[config.mk]
export PLATFORM = sky130hd
export DESIGN_NAME = sr_cmd_driver_flat
export DESIGN_NICKNAME = d
export VERILOG_FILES = /design/src/rtl/sr_cmd_if.sv /design/src/rtl/sr_cmd_driver.sv /design/src/flat_wrapper.sv
export SDC_FILE = /design/constraint.sdc
export NUM_CORES = 1
export LEC_CHECK = 0
export CORE_MARGIN = 2
export CORE_UTILIZATION = 59
export CTS_BUF_LIST = sky130_fd_sc_hd__clkbuf_4 sky130_fd_sc_hd__clkbuf_8
export DETAILED_ROUTE_END_ITERATION = 16
export PLACE_DENSITY = 0.83
export SLEW_MARGIN = 20
export SYNTH_ARGS = -nofsm -noshare
export SYNTH_HDL_FRONTEND = slang
export SYNTH_SLANG_ARGS = --single-unit
[constraint.sdc]
create_clock -name clk -period 3.8 [get_ports clk]
set_input_delay 0.38 -clock clk [delete_from_list [all_inputs] [get_ports clk]]
set_output_delay 0.38 -clock clk [all_outputs]
set_load 0.005 [all_outputs]
[src/rtl/sr_cmd_if.sv]
// Request/flop-side bundle of the SR command driver: valid/ready command handshake,
// q feedback from the flop, s/r drive and status pulses.
interface sr_cmd_if;
  logic req_valid;
  logic req_level;
  logic req_ready;
  logic q_fb;
  logic s;
  logic r;
  logic busy;
  logic done;
  logic err;

  // controller side: issues commands, observes flop and status
  modport master (
    output req_valid, req_level, q_fb,
    input  req_ready, s, r, busy, done, err
  );

  // driver side: accepts commands, drives the flop, reports status
  modport slave (
    input  req_valid, req_level, q_fb,
    output req_ready, s, r, busy, done, err
  );
endinterface

[src/rtl/sr_cmd_driver.sv]
// Drives one SR flop to a requested level with a dead-time/pulse/verify sequence and
// reports done or err. All outputs come straight from registers.
module sr_cmd_driver #(
  parameter int PULSE_CYC   = 2,
  parameter int DEAD_CYC    = 1,
  parameter int TIMEOUT_CYC = 8,
  parameter int CNT_W       = 4
) (
  input logic     clk,
  input logic     rst,
  sr_cmd_if.slave bus
);

  localparam int MAX_CYC = (PULSE_CYC > DEAD_CYC) ?
                           ((PULSE_CYC > TIMEOUT_CYC) ? PULSE_CYC : TIMEOUT_CYC) :
                           ((DEAD_CYC > TIMEOUT_CYC) ? DEAD_CYC : TIMEOUT_CYC);

  if (PULSE_CYC < 1 || TIMEOUT_CYC < 1 || DEAD_CYC < 0) begin : g_bad_cyc
    $error("sr_cmd_driver: PULSE_CYC and TIMEOUT_CYC must be >= 1, DEAD_CYC >= 0");
  end
  if (MAX_CYC >= (1 << CNT_W)) begin : g_bad_cnt_w
    $error("sr_cmd_driver: CNT_W too narrow for the longest phase");
  end

  // Counter holds "cycles left in this phase minus one"; the phase ends when it is zero.
  localparam logic [CNT_W-1:0] CNT_ONE  = CNT_W'(1);
  localparam logic [CNT_W-1:0] DEAD_LD  = CNT_W'((DEAD_CYC > 0) ? DEAD_CYC - 1 : 0);
  localparam logic [CNT_W-1:0] PULSE_LD = CNT_W'(PULSE_CYC - 1);
  localparam logic [CNT_W-1:0] CHECK_LD = CNT_W'(TIMEOUT_CYC - 1);

  typedef enum logic [2:0] {
    IDLE  = 3'd0,
    DEAD  = 3'd1,
    PULSE = 3'd2,
    CHECK = 3'd3,
    DONE  = 3'd4,
    ERR   = 3'd5
  } state_t;

  state_t           state_r;
  logic [CNT_W-1:0] cnt_r;
  logic             level_r;
  logic             s_r;
  logic             r_r;
  logic             busy_r;
  logic             done_r;
  logic             err_r;
  logic             ready_r;

  // Sequencer: state, phase counter and every output register move together so that
  // outputs always reflect the state being entered.
  always_ff @(posedge clk) begin
    if (rst) begin
      state_r <= IDLE;
      cnt_r   <= '0;
      level_r <= 1'b0;
      s_r     <= 1'b0;
      r_r     <= 1'b0;
      busy_r  <= 1'b0;
      done_r  <= 1'b0;
      err_r   <= 1'b0;
      ready_r <= 1'b1;
    end else begin
      case (state_r)
        IDLE: begin
          if (bus.req_valid) begin
            level_r <= bus.req_level;
            busy_r  <= 1'b1;
            ready_r <= 1'b0;
            if (bus.req_level == bus.q_fb) begin
              state_r <= DONE;
              done_r  <= 1'b1;
            end else if (DEAD_CYC == 0) begin
              state_r <= PULSE;
              cnt_r   <= PULSE_LD;
              s_r     <= bus.req_level;
              r_r     <= ~bus.req_level;
            end else begin
              state_r <= DEAD;
              cnt_r   <= DEAD_LD;
            end
          end else begin
            state_r <= IDLE;
            s_r     <= 1'b0;
            r_r     <= 1'b0;
            busy_r  <= 1'b0;
            done_r  <= 1'b0;
            err_r   <= 1'b0;
            ready_r <= 1'b1;
          end
        end

        DEAD: begin
          if (cnt_r == '0) begin
            state_r <= PULSE;
            cnt_r   <= PULSE_LD;
            s_r     <= level_r;
            r_r     <= ~level_r;
          end else begin
            cnt_r <= cnt_r - CNT_ONE;
          end
        end

        PULSE: begin
          if (cnt_r == '0) begin
            state_r <= CHECK;
            cnt_r   <= CHECK_LD;
            s_r     <= 1'b0;
            r_r     <= 1'b0;
          end else begin
            cnt_r <= cnt_r - CNT_ONE;
          end
        end

        // q_fb is only looked at here; glitches during dead time or the pulse do not matter
        CHECK: begin
          if (bus.q_fb == level_r) begin
            state_r <= DONE;
            done_r  <= 1'b1;
          end else if (cnt_r == '0) begin
            state_r <= ERR;
            err_r   <= 1'b1;
          end else begin
            cnt_r <= cnt_r - CNT_ONE;
          end
        end

        DONE, ERR: begin
          state_r <= IDLE;
          cnt_r   <= '0;
          done_r  <= 1'b0;
          err_r   <= 1'b0;
          busy_r  <= 1'b0;
          ready_r <= 1'b1;
        end

        default: begin
          state_r <= IDLE;
          cnt_r   <= '0;
          s_r     <= 1'b0;
          r_r     <= 1'b0;
          busy_r  <= 1'b0;
          done_r  <= 1'b0;
          err_r   <= 1'b0;
          ready_r <= 1'b1;
        end
      endcase
    end
  end

  assign bus.req_ready = ready_r;
  assign bus.s         = s_r;
  assign bus.r         = r_r;
  assign bus.busy      = busy_r;
  assign bus.done      = done_r;
  assign bus.err       = err_r;

endmodule
[src/flat_wrapper.sv]
// flat-port wrapper written by rule: the top's interface ports become plain ports
module sr_cmd_driver_flat 
#(
  parameter int PULSE_CYC   = 2,
  parameter int DEAD_CYC    = 1,
  parameter int TIMEOUT_CYC = 8,
  parameter int CNT_W       = 4
)
  (clk, rst, bus_req_valid, bus_req_level, bus_q_fb, bus_req_ready, bus_s, bus_r, bus_busy, bus_done, bus_err);
  sr_cmd_if bus_i ();
  input logic clk;
  input logic rst;
  input wire logic [$bits(bus_i.req_valid)-1:0] bus_req_valid;
  input wire logic [$bits(bus_i.req_level)-1:0] bus_req_level;
  input wire logic [$bits(bus_i.q_fb)-1:0] bus_q_fb;
  output wire logic [$bits(bus_i.req_ready)-1:0] bus_req_ready;
  output wire logic [$bits(bus_i.s)-1:0] bus_s;
  output wire logic [$bits(bus_i.r)-1:0] bus_r;
  output wire logic [$bits(bus_i.busy)-1:0] bus_busy;
  output wire logic [$bits(bus_i.done)-1:0] bus_done;
  output wire logic [$bits(bus_i.err)-1:0] bus_err;
  assign bus_i.req_valid = bus_req_valid;
  assign bus_i.req_level = bus_req_level;
  assign bus_i.q_fb = bus_q_fb;
  assign bus_req_ready = bus_i.req_ready;
  assign bus_s = bus_i.s;
  assign bus_r = bus_i.r;
  assign bus_busy = bus_i.busy;
  assign bus_done = bus_i.done;
  assign bus_err = bus_i.err;
  sr_cmd_driver #(.PULSE_CYC(PULSE_CYC), .DEAD_CYC(DEAD_CYC), .TIMEOUT_CYC(TIMEOUT_CYC), .CNT_W(CNT_W)) u_core (.clk(clk), .rst(rst), .bus(bus_i));
endmodule
# --- Yosys cells after proc, flatten, opt, wreduce, memory -nomap -nowiden ---
# Cells that the tools add are included.
totals:
  latch_bits: 0
  regBits: 14
  ram_bits: 0
  mem_count: 0
  output_inout_bits: 6
  rom_bits: 0
op_classes:
  mux: 31
  shift: 0
  n_div: 0
  multipliers: 0
  order_cmp: 0
  n_reduce_logical: 11
  add_sub_neg: 1
  bitwise: 3
  n_eq_ne: 18
op_table:
  columns: ["operator", "count"]
  rows:
  - ["$mux 4", 6]
  - ["$mux 3", 6]
  - ["$pmux 4 s4", 1]
  - ["$pmux 3 s4", 1]
  - ["$reduce_and 4->1", 3]
  - ["$mux 1", 11]
  - ["$ne 2x2->1 const B", 5]
  - ["$ne 2x1->1 const B", 4]
  - ["$pmux 1 s4", 2]
  - ["$eq 3x2->1 const B", 2]
  - ["$eq 3x3->1 const B", 2]
  - ["$pmux 1 s3", 2]
  - ["$reduce_and 3->1", 2]
  - ["$reduce_or 3->1", 2]
  - ["$logic_not 4->1", 1]
  - ["$pmux 1 s2", 2]
  - ["$sub 4x1->4 const B", 1]
  - ["$eq 3x1->1 const B", 1]
  - ["$logic_not 3->1", 1]
  - ["$ne 3x1->1 const B", 1]
  - ["$ne 3x2->1 const B", 1]
  - ["$not 1->1", 3]
  - ["$eq 1x1->1", 2]
  - ["$reduce_and 2->1", 1]
  - ["$reduce_or 2->1", 1]

# --- Depth between registers and ports, before layout ---
# Gate-level depths: netlist of run 1.
logic_depth:
  word_depth: 4
  depth_mapped: 6
  mapped_depth_nobuf: 6

# --- Worst setup path after synthesis of run 1 ---
# No wires, ideal clock.
synth_path:
  kind: "reg-to-reg"
  startpoint: "register u_core.cnt_r[0]"
  endpoint: "register u_core.s_r (netlist: u_core.bus.s)"
  required_time_ps: 3725
  path_slack_ps: 2260
  n_path_buf: 0
  arrival_time_ps: 1465
  stages_incl_launch_ff: 7
  synth_period_minus_slack_ps: 1540
  setup_ps: 75
  cell_sequence: "dfxtp_1 > inv_1 > ha_1 > nor3b_2 > nand2_1 > or3_1 > o22ai_1"
synth_via:
  elab_chain_cells: 3
  word_cells_on_any_way: 4
synth_rtl:
  columns: ["item", "line_no", "text"]
  rows:
  - ["start: declaration", "sr_cmd_driver.sv:41", "logic [CNT_W-1:0] cnt_r;"]
  - ["start signal: assignment", "sr_cmd_driver.sv:100", "cnt_r <= cnt_r - CNT_ONE;"]
  - ["start signal: assignment", "sr_cmd_driver.sv:111", "cnt_r <= cnt_r - CNT_ONE;"]
  - ["start signal: assignment", "sr_cmd_driver.sv:124", "cnt_r <= cnt_r - CNT_ONE;"]
  - ["$logic_not 4->1 (*)", "sr_cmd_driver.sv:94, sr_cmd_driver.sv:105", null]
  - ["$ne 2x1->1 (no line)", null, null]
  - ["$reduce_and 4->1 (no line) (*)", null, null]
  - ["end signal: assignment", "sr_cmd_driver.sv:76", "s_r <= bus.req_level;"]
  - ["end signal: assignment", "sr_cmd_driver.sv:97", "s_r <= level_r;"]
  - ["end: declaration", "sr_cmd_driver.sv:43", "logic s_r;"]
# Mark *: on every way between the ends. The rest lies on a longest branch, timed or not.
# A chain may end at the register's enable or synchronous reset.

# --- Worst setup path after layout of run 1 ---
# Ends and elaborated chain as after synthesis.

==> flow_summary.json, run 1 <==
{
  "synthArstFlopShare_pct": 0,
  "ys_seq_area_share_pct": 36.36,
  "crit_type": "flop to flop",
  "die_x_um": 40.15,
  "grt_pass1_wl_um": 2477,
  "setup_viol": 0,
  "holdWs_ns": 0.4899,
  "synth_area_um2": 770.7,
  "synth.distinct_cells": 37,
  "wire_per_inst_um": 13.62,
  "power_density_nw_per_um2": 718.8,
  "use_met1_pct": 28.62,
  "post-place-ws_ns": 1.837,
  "syn_to_final_growth_pct": 18.18,
  "fmax_mhz": 536.9,
  "postCtsHoldBufs": 0,
  "worstSkewPairLatency_ns": 0.28,
  "synth_cells": 94,
  "cts_buffer_depth": 2,
  "drtIter0Drc": 18,
  "final_cells": 119,
  "htree_levels": 1,
  "busiest_layer": "met2",
  "relSlewSlack_pct": 54.05,
  "worst_slew_pin_slew_ns": 0.6843,
  "nets": 112,
  "die_h_um": 40.15,
  "cts_buffers": 3,
  "cts.clk_slew.worst_paths_ns": 0.08,
  "clockRootBuffer": "clkbuf_4",
  "crit_required_ns": 4.01,
  "grtUsageMet3_pct": 3.333,
  "grt_pass1_vias": 577,
  "insertedDiodeCount": 0,
  "setup_ws_ns": 1.938,
  "ios": 11,
  "clock_skew_ns": 0.001578,
  "cts_tree": "built",
  "reg2reg_depth": 6,
  "ys.flop_type": "dfxtp_1",
  "antenna_found_initial": 0,
  "grt_max_degree": 18,
  "cts_resized": 0,
  "cap_violations": 0,
  "ff2ff_setup_slack_ns": 1.94,
  "final_common_cell": "dfxtp_1",
  "die_area_um2": 1612,
  "vdd_drop_max_mv": 0.3100,
  "place_area_um2": 874.6,
  "gp_congestion": 0.8195,
  "drv_slew": 0,
  "period_share_pct": 49.01,
  "outcome": "finished clean",
  "leakage_nw": 0.3275,
  "hold_depth": 2,
  "num_vias": 711,
  "tns_ns": 0,
  "syn_nets": 101,
  "grt_use_total_pct": 23.12,
  "timing.rr.start": "u_core.cnt_r[0]$_SDFFE_PP0P_",
  "crit_fanout": 8,
  "hold_viol": 0,
  "period_minus_slack_ns": 1.862,
  "placed_cells": 115,
  "synth_seq_cells": 14,
  "clock_sinks": 14,
  "ant_nets": 0,
  "firstDrtPassIters": 4,
  "gr-total-overflow": 0,
  "min_from": "u_core.bus.busy$_SDFFE_PP0N_",
  "min_path_type": "flop to flop",
  "final_cell_mix": "14 x dfxtp_1, 11 x o21ai_0, 10 x nor2_1, 10 x clkdlybuf4s50_1, 8 x nand2_1",
  "initial_core_util_pct": 61.54,
  "core_area_um2": 1252,
  "synth_edf_count": 0,
  "yosysWarnings": 0,
  "drc": 0,
  "totalWireLength_um": 1621,
  "viasPerCell": 5.975,
  "rows": 13,
  "port_buffers": 10,
  "endpoint_kind": "flop",
  "worstSetupStartpointType": "flop",
  "final_area_um2": 910.9,
  "drive_gt1_share_pct": 11.54,
  "post_cts_buffers": 0,
  "grt_util_met2_pct": 38.31,
  "hold_end": "u_core.bus.busy$_SDFFE_PP0N_",
  "crit_arrival_ns": 2.07,
  "rsz0062_at_grt": "no",
  "r2r_end": "u_core.bus.s$_SDFFE_PP0P_",
  "syn_avg_cell_area_um2": 8.199
}
cell families after synthesis:
logic type | after synthesis | synth area share [%]
XOR/XNOR | 2 | 2.273
AO/OA/AOI/OAI | 32 | 27.27
buffers and inverters | 9 | 4.383
flip-flops | 14 | 36.36
multiplexers | 2 | 2.598
adder cells (fa/ha/maj) | 2 | 3.246
AND/OR/NAND/NOR | 33 | 23.87
cell usage after synthesis (2+ instances only):
cell	count	area share (%)
ha_1	2	3.2
nor2_1	10	4.9
o31ai_1	2	1.9
or3b_2	2	2.3
a21oi_1	6	3.9
dfxtp_1	14	36
o21ai_0	11	7.1
o22ai_1	2	1.6
mux2i_1	2	2.6
inv_1	5	2.4
clkbuf_1	4	1.9
nand2_1	8	3.9
nand3_1	2	1.3
report_power, final:
group | total, W | switching [W] | leakage (nW) | internal [W]
Sequential | 0.000243 | 0.0000565 | 0.115 | 0.000187
Clock | 0.000106 | 0.0000477 | 0.0210 | 0.0000582
Combinational | 0.000306 | 0.000170 | 0.192 | 0.000136
state kept, by name, indices dropped and copies added, names as in the netlist:
signal / flops
u_core.bus.busy: 1
u_core.bus.done: 1
u_core.bus.s: 1
u_core.bus.req_ready: 1
u_core.level_r: 1
u_core.bus.err: 1
u_core.cnt_r: 4
u_core.state_r: 3
u_core.bus.r: 1
worst max-delay path by stage:
| stage | from | cells after the start | end |
|---|---|---|---|
| final | u_core.cnt_r[0]$_SDFFE_PP0P_ | 6 | u_core.bus.s$_SDFFE_PP0P_ |
| after global routing | u_core.cnt_r[0]$_SDFFE_PP0P_ | 6 | u_core.bus.s$_SDFFE_PP0P_ |
| after CTS | u_core.cnt_r[0]$_SDFFE_PP0P_ | 6 | u_core.bus.s$_SDFFE_PP0P_ |
| after detailed placement | bus_q_fb | 5 | u_core.cnt_r[2]$_SDFFE_PP0P_ |
| after global placement | bus_req_valid | 5 | u_core.level_r$_SDFFE_PP0P_ |
| after floorplan | u_core.cnt_r[0]$_SDFFE_PP0P_ | 6 | u_core.bus.s$_SDFFE_PP0P_ |
per-layer routing:
| metal | routed length [um] | share of wire [%] | vias to the layer above |
|---|---|---|---|
| met2 | 784 | 48 | 26 |
| met1 | 708 | 44 | 319 |
| met5 | 0 | 0 | - |
| li1 | - | - | 361 |
| met4 | 26 | 1.6 | 0 |
| met3 | 101 | 6.2 | 5 |
cell type report:
type	count	area, um^2
multi-input cells	71	456.7
fillers	100	341.6
flip-flops and latches	14	280.3
repair buffers	10	100.1
clock buffers	4	36.28
inverters	5	18.77
well taps	15	18.77
metrics by stage:
stage	total power (W)	util, %
after floorplan	0.0004596	-
after global placement	0.0005407	69.83
after detailed placement	0.0005499	69.83
after CTS	0.0006551	72.73
after global routing	0.0007022	72.73
final	0.0006548	72.73
worst max-delay path, stage by stage (launching register included):
cell and delay [ns]:
dfxtp_1 0.36, inv_1 0.14, ha_1 0.21, nor3b_2 0.46
nand2_1 0.12, or3_1 0.35, o22ai_1 0.15
No activity file was read; power rests on OpenSTA's default activity.
==> inputs of run 2 (changes only) <==
--- a/config.mk
+++ b/config.mk
@@ -6,10 +6,10 @@
 export NUM_CORES = 1
 export LEC_CHECK = 0
 export CORE_MARGIN = 2
-export CORE_UTILIZATION = 59
+export CORE_UTILIZATION = 55
 export CTS_BUF_LIST = sky130_fd_sc_hd__clkbuf_4 sky130_fd_sc_hd__clkbuf_8
 export DETAILED_ROUTE_END_ITERATION = 16
-export PLACE_DENSITY = 0.83
+export PLACE_DENSITY = 0.78
 export SLEW_MARGIN = 20
 export SYNTH_ARGS = -nofsm -noshare
 export SYNTH_HDL_FRONTEND = slang
==> constraint.sdc (replaced) <==
create_clock -name clk -period 1.9 [get_ports clk]
set_input_delay 0.19 -clock clk [delete_from_list [all_inputs] [get_ports clk]]
set_output_delay 0.19 -clock clk [all_outputs]
set_load 0.005 [all_outputs]
==> run 2 against run 1 <==
Net effect: sequential power rose by 91%; cell count rose by 4.2%; setup slack got worse by 1.7 ns; largest cell class unchanged; largest power group unchanged; highest routed layer unchanged.
==> flow_summary.json, run 2 (synthesized netlist as in run 1, its figures left out) <==
{
  "cts_tree": "built",
  "final_cells": 124,
  "grt_pass1_vias": 667,
  "placed_cells": 120,
  "crit_arrival_ns": 1.84,
  "vdd_drop_max_mv": 0.7940,
  "gp_congestion": 0.8043,
  "drtIter0Drc": 11,
  "tns_ns": 0,
  "cts.clk_slew.worst_paths_ns": 0.09,
  "min_path_type": "flop to flop",
  "nets": 117,
  "power_density_nw_per_um2": 1458,
  "place_area_um2": 912.1,
  "min_from": "u_core.bus.s$_SDFFE_PP0P_",
  "crit_fanout": 4,
  "wire_per_inst_um": 13.31,
  "multi_input_area_um2": 456.7,
  "insertedDiodeCount": 0,
  "cts_resized": 0,
  "drive_gt1_share_pct": 15.60,
  "worstSkewPairLatency_ns": 0.29,
  "reg2reg_depth": 6,
  "worstSetupStartpointType": "flop",
  "cts_buffers": 3,
  "worst_slew_pin_slew_ns": 0.3942,
  "crit_required_ns": 2.05,
  "rows": 13,
  "relSlewSlack_pct": 73.68,
  "r2r_end": "u_core.bus.r$_SDFFE_PP0P_",
  "worst-path-buf-inv": 1,
  "drc": 0,
  "core_area_um2": 1301,
  "viasPerCell": 5.847,
  "hold_depth": 2,
  "outcome": "finished clean",
  "leakage_nw": 0.3524,
  "setup_viol": 0,
  "final_cell_mix": "14 x dfxtp_1, 11 x o21ai_0, 10 x nor2_1, 10 x clkdlybuf4s50_1, 8 x nand2_1",
  "grt_use_total_pct": 21.03,
  "reg.largest.list": "u_core.cnt_r: 4 flops, u_core.state_r: 3 flops",
  "antenna_found_initial": 0,
  "holdWs_ns": 0.4757,
  "n_fill_cell": 107,
  "num_vias": 725,
  "htree_levels": 1,
  "timing.rr.start": "u_core.cnt_r[1]$_SDFFE_PP0P_",
  "fmax_mhz": 591.4,
  "clock_sinks": 14,
  "critical_path.max_stage_delay_ns": 0.36,
  "postCtsHoldBufs": 0,
  "post_cts_buffers": 0,
  "ant_nets": 0,
  "ff2ff_setup_slack_ns": 0.21,
  "clock_skew_ns": 0.01097,
  "port_buffers": 10,
  "cap_violations": 0,
  "clockRootBuffer": "clkbuf_4",
  "hold_viol": 0,
  "period_minus_slack_ns": 1.691,
  "drv_slew": 0,
  "firstDrtPassIters": 4,
  "grt_max_degree": 15,
  "hold_end": "u_core.bus.s$_SDFFE_PP0P_",
  "die_area_um2": 1717,
  "dp_hpwl_um": 1262,
  "cp_top_family": "compound AO/OA/AOI/OAI gates",
  "ios": 11,
  "die_x_um": 41.44,
  "crit_type": "flop to flop",
  "endpoint_kind": "flop",
  "fin_util_pct": 72.88,
  "die_h_um": 41.44,
  "period_share_pct": 88.99,
  "cp_cell_sequence": "inv_1 -> ha_1 -> nor3b_2 -> nand2_1 -> o32ai_1 -> o22ai_1",
  "syn_to_final_growth_pct": 23.05,
  "rsz0062_at_grt": "no",
  "cts_buffer_depth": 2,
  "grt_pass1_wl_um": 2856,
  "final_area_um2": 948.4,
  "final_common_cell": "dfxtp_1",
  "initial_core_util_pct": 59.23,
  "cpMaxStageDelayCell": "o32ai_1",
  "gr-total-overflow": 0,
  "layout.area.seq_um2": 280.3,
  "top_register": "u_core.cnt_r",
  "largest_reg_flops": 4,
  "totalWireLength_um": 1651
}
## run 2: worst max-delay path by stage
stage / startpoint / endpoint / slack [ns] / cells after the start
after detailed placement: bus_req_valid / u_core.level_r$_SDFFE_PP0P_ / 0.17 / 5
after global routing: u_core.cnt_r[1]$_SDFFE_PP0P_ / u_core.cnt_r[1]$_SDFFE_PP0P_ / 0.1 / 7
after floorplan: u_core.cnt_r[0]$_SDFFE_PP0P_ / u_core.bus.s$_SDFFE_PP0P_ / 0.36 / 6
final: u_core.cnt_r[1]$_SDFFE_PP0P_ / u_core.bus.r$_SDFFE_PP0P_ / 0.21 / 6
after global placement: bus_req_valid / u_core.level_r$_SDFFE_PP0P_ / 0.20 / 5
after CTS: u_core.cnt_r[0]$_SDFFE_PP0P_ / u_core.bus.r$_SDFFE_PP0P_ / 0.21 / 6
## run 2: layout make-up
class / instances / share of cell area, %
clock buffer: 4 / 3.826
multi-input combinational: 71 / 48.15
inverter: 5 / 1.979
tap: 15 / 1.979
sequential: 14 / 29.55
timing repair buffer: 15 / 14.51
## run 2: through the flow
stage | power, W | setup WS [ns]
3_5_place_dp | 0.001167 | 0.1668
5_1_grt | 0.001493 | 0.09888
3_3_place_gp | 0.001153 | 0.1988
2_1_floorplan | 0.0009193 | 0.3599
6_report | 0.001383 | 0.2092
4_1_cts | 0.001380 | 0.2069
## run 2: per-layer routing
layer	vias up	routed length [um]	global-route usage (%)
li1	369	-	-
met1	343	828	26.63
met2	9	766	35.31
met3	4	28	2.609
met4	0	27	9.677
met5	-	0	0
## run 2: worst register-to-register path, cell delays in order, from the launching register on
cell	delay, ns
dfxtp_1	0.33
inv_1	0.09
ha_1	0.20
nor3b_2	0.32
nand2_1	0.11
o32ai_1	0.36
o22ai_1	0.14
## run 2: report_power, final
part           switching [W]  internal [W]
Combinational       0.000376      0.000329
Clock              0.0000969      0.000117
Sequential         0.0000914      0.000373
Total               0.000564      0.000819
